==> src/rtl/act_resp_collector.sv <==
// Collects a run of NUM_SAMPLES activation results and reports the count, min/max,
// the number of zero samples and a MISR signature. Control flow: IDLE -> COLLECT -> DONE.
module act_resp_collector #(
    parameter int                   WIDTH       = 8,
    parameter int                   NUM_SAMPLES = 256,
    parameter int                   SIG_WIDTH   = 16,
    parameter logic [SIG_WIDTH-1:0] POLY        = 16'h1021,
    parameter logic [SIG_WIDTH-1:0] SEED        = 16'hFFFF,
    localparam int                  CW          = $clog2(NUM_SAMPLES + 1)
) (
    input  logic                        iClk,
    input  logic                        iRst,
    input  logic                        start,
    input  logic                        abort,
    input  logic signed [WIDTH-1:0]     data,
    input  logic                        valid,
    output logic                        busy,
    output logic                        done,
    output logic                        aborted,
    output logic [CW-1:0]               count,
    output logic [SIG_WIDTH-1:0]        signature,
    output logic signed [WIDTH-1:0]     minVal,
    output logic signed [WIDTH-1:0]     maxVal,
    output logic [CW-1:0]               zeroCount
);

    typedef enum logic [1:0] {
        IDLE    = 2'd0,
        COLLECT = 2'd1,
        DONE    = 2'd2
    } state_t;

    localparam logic [CW-1:0]              LAST_IDX = CW'(NUM_SAMPLES - 1);
    localparam logic signed [WIDTH-1:0]    MIN_INIT = {1'b0, {(WIDTH-1){1'b1}}};
    localparam logic signed [WIDTH-1:0]    MAX_INIT = {1'b1, {(WIDTH-1){1'b0}}};

    state_t                     state_q;
    logic                       busy_q, done_q, aborted_q;
    logic [CW-1:0]              count_q, zero_q;
    logic [SIG_WIDTH-1:0]       sig_q, sig_d;
    logic signed [WIDTH-1:0]    min_q, max_q;

    // Data bits are folded into the low end of the shifted register.
    always_comb begin
        sig_d = {sig_q[SIG_WIDTH-2:0], 1'b0}
              ^ (sig_q[SIG_WIDTH-1] ? POLY : '0)
              ^ {{(SIG_WIDTH-WIDTH){1'b0}}, data};
    end

    always_ff @(posedge iClk) begin
        if (!iRst) begin
            state_q   <= IDLE;
            busy_q    <= 1'b0;
            done_q    <= 1'b0;
            aborted_q <= 1'b0;
            count_q   <= '0;
            zero_q    <= '0;
            sig_q     <= SEED;
            min_q     <= '0;
            max_q     <= '0;
        end else begin
            case (state_q)
                IDLE, DONE: begin
                    if (start) begin
                        state_q   <= COLLECT;
                        busy_q    <= 1'b1;
                        done_q    <= 1'b0;
                        aborted_q <= 1'b0;
                        count_q   <= '0;
                        zero_q    <= '0;
                        sig_q     <= SEED;
                        min_q     <= MIN_INIT;
                        max_q     <= MAX_INIT;
                    end
                end
                COLLECT: begin
                    if (abort) begin
                        state_q   <= IDLE;
                        busy_q    <= 1'b0;
                        aborted_q <= 1'b1;
                    end else if (valid) begin
                        count_q <= count_q + 1'b1;
                        sig_q   <= sig_d;
                        if (data == '0)    zero_q <= zero_q + 1'b1;
                        if (data < min_q)  min_q  <= data;
                        if (data > max_q)  max_q  <= data;
                        if (count_q == LAST_IDX) begin
                            state_q <= DONE;
                            busy_q  <= 1'b0;
                            done_q  <= 1'b1;
                        end
                    end
                end
                default: begin
                    state_q <= IDLE;
                    busy_q  <= 1'b0;
                    done_q  <= 1'b0;
                end
            endcase
        end
    end

    assign busy      = busy_q;
    assign done      = done_q;
    assign aborted   = aborted_q;
    assign count     = count_q;
    assign zeroCount = zero_q;
    assign signature = sig_q;
    assign minVal    = min_q;
    assign maxVal    = max_q;

endmodule
==> config.mk <==
export PLATFORM = sky130hd
export DESIGN_NAME = act_resp_collector
export DESIGN_NICKNAME = d
export VERILOG_FILES = /design/src/rtl/act_resp_collector.sv
export SDC_FILE = /design/constraint.sdc
export NUM_CORES = 1
export LEC_CHECK = 0
export CAP_MARGIN = 20
export CELL_PAD_IN_SITES_DETAIL_PLACEMENT = 0
export CELL_PAD_IN_SITES_GLOBAL_PLACEMENT = 1
export CORE_ASPECT_RATIO = 0.7
export CORE_MARGIN = 5
export CORE_UTILIZATION = 25
export DETAILED_ROUTE_END_ITERATION = 12
export GPL_ROUTABILITY_DRIVEN = 0
export PLACE_DENSITY = 0.66
export SLEW_MARGIN = 15
export SYNTH_ARGS = -nofsm -noshare
export SYNTH_HDL_FRONTEND = slang
export SYNTH_SLANG_ARGS = --single-unit
==> constraint.sdc <==
create_clock -name iClk -period 2.3 [get_ports iClk]
set_clock_uncertainty 0.15 [all_clocks]
set_input_delay 0.46 -clock iClk [delete_from_list [all_inputs] [get_ports iClk]]
set_output_delay 0.46 -clock iClk [all_outputs]
set_load 0.05 [all_outputs]
# After elaboration in Yosys (flattened, before gate mapping)
# Index checks and enable logic that the tools add are counted.
[word_totals]
elab_cells = 79
out_inout_bits = 53
register_bits = 55
in_bits = 13
[op_classes]
bitwise = 2
add_sub_neg = 2
order_cmp = 2
muxes = 40
n_reduce_logical = 11
eq_ne = 13
[op_table]
columns = ["op", "count"]
rows = [
  ["2-to-1 mux 8 bit", 8],
  ["2-to-1 mux 9 bit", 6],
  ["2-to-1 mux 16 bit", 3],
  ["one-hot mux 9 bit (2 select lines)", 2],
  ["one-hot mux 16 bit (2 select lines)", 1],
  ["one-hot mux 8 bit (2 select lines)", 2],
  ["adder 9 x 1 -> 9 bit (second input constant)", 2],
  ["inequality test 2 bit (second input constant)", 8],
  ["XOR 16 x 13 -> 16 bit", 1],
  ["XOR 16 x 8 -> 16 bit", 1],
  ["AND reduction 5 bit", 3],
  ["2-to-1 mux 13 bit", 1],
  ["equality test 9 x 8 -> 1 bit (second input constant)", 1],
  ["2-to-1 mux 1 bit", 9],
  ["greater-than comparator 8 bit", 1],
  ["zero test 8 bit", 1],
  ["less-than comparator 8 bit", 1],
  ["2-to-1 mux 2 bit", 4],
  ["AND reduction 4 bit", 2],
  ["inequality test 3 bit (second input constant)", 2],
  ["one-hot mux 1 bit (2 select lines)", 3],
  ["AND reduction 3 bit", 2],
  ["one-hot mux 2 bit (2 select lines)", 1],
  ["equality test 2 x 1 -> 1 bit (second input constant)", 1],
  ["4 further kinds", 4],
]

# Depth between registers and ports, before layout
[depth]
ltp_word = 6
mapped_depth = 8
depth_no_buf = 7

# Worst setup path after synthesis
# OpenSTA, ideal clock, no wires.
[synth_timing]
kind = "register to register"
from = "register max_q[5] (netlist: maxVal[5])"
to = "register max_q[0] (netlist: maxVal[0])"
period_less_slack_ps = 2415
setup_ps = 72
stages_incl_launch_ff = 9
setup_slack_ps = -115
arrival_ps = 2193
required_time_ps = 2078
path_buffers = 1
path_cell_list = "dfxtp_1 -> inv_1 -> ha_1 -> a21o_1 -> a2111oi_0 -> inv_1 -> o21bai_1 -> buf_6 -> mux2i_1"
[synth_via]
elab_chain_len = 3
[synth_rtl]
columns = ["element", "line", "source"]
rows = [
  ["from (decl)", "41", "logic signed [WIDTH-1:0] min_q, max_q;"],
  ["from (signal assigned)", "86", "if (data > max_q) max_q <= data;"],
  ["greater-than comparator 8 bit", "86", ""],
  ["inequality test 2 bit (no line)", "-", ""],
  ["AND reduction 5 bit (no line)", "-", ""],
]
# Every way passes these cells.
# A chain may end at the register's enable or synchronous reset.

# Worst setup path in the final report
[layout_timing]
from = "register count_q[0] (netlist: count[0])"
to = "output port count[0]"
[layout_lines]
columns = ["element", "line", "source"]
rows = [
  ["from (decl)", "39", "logic [CW-1:0] count_q, zero_q;"],
  ["from (signal assigned)", "82", "count_q <= count_q + 1'b1;"],
  ["to (decl)", "20", "output logic [CW-1:0] count,"],
]
# No word-level cell between the ends.

==> impl_metrics.yaml <==
worst_hold_path:
  hold_class: "reg2reg"
  min-delay-start: "minVal[7]"
  whs_path_depth: 2
  whs_endpoint: "minVal[7]"
sta:
  holdWs_ns: 0.329
  hold_violations: 0
  clock.fmax_mhz: 455
  worstMarginPinSlew_ns: 0.528
  setup_viol: 0
  fin_crit_sh_pct: 95.5
  slew_headroom_pct: 64.7
  drv_slew: 0
  period_needed_ns: 2.20
  rsz0062_at_grt: "no"
synth:
  syn_inst: 328
  synth_top_area_share_pct: 39.7
  synth_nets: 359
  synth_edf_count: 0
  synth_ff_type: "dfxtp_1"
  synth-seq-cells: 55
  synthesis.area_mm2: 0.00277
  seq_area_frac_synth_pct: 39.7
  synthTopCellsByArea: "dfxtp_1 (40%), ha_1 (8.1%), nand2_1 (6.4%), xor2_1 (6.3%), mux2i_1 (5.4%)"
  yosysWarnings: 0
  syn_area_per_cell_um2: 8.46
  synth_commonest_cells: "dfxtp_1 (55), nand2_1 (47), nor2_1 (35), xor2_1 (20)"
  synth_largest_area_cell: "dfxtp_1"
  ys_types: 44
  synth.most_common_cell: "dfxtp_1"
  async_reset_ff_share_pct: 0
setup_path:
  cp.required_ns: 1.69
  r2r_end: "maxVal[5]"
  endpoint_kind: "output port"
  r2r_start: "maxVal[5]"
  critPathArrivalTime_ns: 1.59
  cp.buffers_inverters: 1
  r2r_slack_ns: 0.15
  critPathLaunchType: "flip-flop"
  crit_type: "reg2out"
  path_max_fanout: 4
  r2r_cells: 9
  cp_cell_sequence: "clkdlybuf4s50_1"
  crit_family: "buffers and inverters"
  cp_slowest_cell: "clkdlybuf4s50_1"
  cp_slowest_stage_delay_ns: 0.85
route:
  ant_nets: 0
  vias: 2527
  routedWlPerCell_um: 13.9
  drt-total-wl_mm: 8.07
  first_iter_violations: 85
  remaining_drc_errors: 0
  firstDrtPassIters: 4
  via_per_inst: 4.36
final_layout:
  final.fill_count: 1131
  drive_gt1_share_pct: 13.4
  seqCellArea_mm2: 0.00110
  finalNonFillerCells: 579
  area_growth_pct: 45.4
  nets: 456
  num_antenna_cells: 0
  multi_input_area_mm2: 0.00156
global_route:
  antenna_found_initial: 0
  grtUsageTotal_pct: 12.2
  grt_overflow_total: 0
  grt_pass1_wl_mm: 13.0
  grt_max_degree: 19
  grt_pass1_vias: 2499
placed_design:
  portBuffers: 65
  placed_cells_incl_taps: 569
  dp_hpwl_mm: 6.07
die:
  fp.dieW_um: 136
  chipHeight_um: 98.1
  die-area_mm2: 0.0133
  coreArea_mm2: 0.0109
  std_cell_rows: 32
  ios: 66
  initial_core_util_pct: 25.4
clocking:
  cts_hold_repair.buffers: 0
  cts_buffers: 5
  path_clk_slew_ns: 0.07
  cts_tree: "yes"
  clockBufferDepth: 2
  clock_sinks: 55
  htreeDepth: 2
  root_buffer: "clkbuf_16"
  clk-insertion-delay-late_ns: 0.29
flow_run:
  max_cap_viol_count: 0
power:
  power_density_mw_per_mm2: 589
  p_leak_nw: 1.65
  ir_worst_vdd_uv: 319
run_status:
  status: "complete, no violations"
layer usage:
metal  global-route usage, %  up-vias  wire [um]
met5                       0        -          0
met4                    2.63        0         72
met3                    3.35       10        416
met2                    17.5       48       3310
met1                    18.3     1158       4280
li1                        -     1311          -
cells by family (layout without fill, tap and decap cells):
logic type | after synthesis | in the layout | synth area share [%]
AND/OR/NAND/NOR | 135 | 135 | 23.1
multiplexers | 15 | 15 | 5.41
flip-flops | 55 | 55 | 39.7
AO/OA/AOI/OAI | 49 | 49 | 11.3
XOR/XNOR | 22 | 22 | 6.95
adder cells (fa/ha/maj) | 18 | 18 | 8.12
buffers and inverters | 34 | 132 | 5.46
sequential cells by signal (all words and copies together) (netlist names):
signal     cells
busy           1
minVal         8
done           1
count          9
signature     16
maxVal         8
state_q        2
aborted        1
zeroCount      9
metrics by stage:
| step | total power, W | instance area, um2 | setup slack [ns] | setup TNS [ns] | util (%) |
|---|---|---|---|---|---|
| 3_3_place_gp | 0.00161 | 3830 | -0.412 | -6.36 | 35.0 |
| 2_1_floorplan | 0.00139 | 2780 | 0.0163 | 0 | - |
| 4_1_cts | 0.00239 | 4000 | 0.0594 | 0 | 36.5 |
| 3_5_place_dp | 0.00162 | 3830 | -0.459 | -6.96 | 35.0 |
| 5_1_grt | 0.00249 | 4030 | 0.00913 | 0 | 36.9 |
| 6_report | 0.00237 | 4030 | 0.105 | 0 | 36.9 |
how the worst max path moves through the flow:
stage	from	endpoint	cells after the start
after global placement	data[5]	maxVal[5]	9
final	count[0]	count[0]	1
after detailed placement	data[5]	maxVal[2]	9
after floorplan	maxVal[4]	maxVal[5]	8
after CTS	data[6]	maxVal[2]	8
after global routing	maxVal[5]	maxVal[5]	9
power breakdown:
group | internal [W] | switching [W] | leakage [nW]
Combinational | 0.000235 | 0.000344 | 1.14
Clock | 0.000404 | 0.000360 | 0.0669
Sequential | 0.000992 | 0.0000402 | 0.449
Total | 0.00163 | 0.000744 | 1.65
what timing repair did:
item / 4_1_cts / 5_1_grt
setup buffers: 2 / 0
pin swaps: 3 / 2
setup endpoints to repair: 8 / 10
gates resized for setup: 5 / 7
cell usage in the layout (no fill, tap or decap), types with 10 or more instances in the layout:
| cell type | count |
|---|---|
| dfxtp_1 | 54 |
| buf_4 | 38 |
| nand3_1 | 14 |
| a21oi_1 | 10 |
| ha_1 | 17 |
| o21ai_0 | 19 |
| inv_1 | 19 |
| nand2_1 | 47 |
| nor3_1 | 10 |
| clkdlybuf4s50_1 | 58 |
| mux2i_1 | 15 |
| nor2_1 | 35 |
| xor2_1 | 20 |
layout make-up:
cell class	instances	area share [%]
Multi-Input combinational cell	239	38.6
Sequential cell	55	27.3
Timing Repair Buffer	104	23.9
Tap cell	153	4.75
Clock buffer	6	3.19
Inverter	20	1.86
Clock inverter	2	0.310
Power figures use the tool's default switching activity.
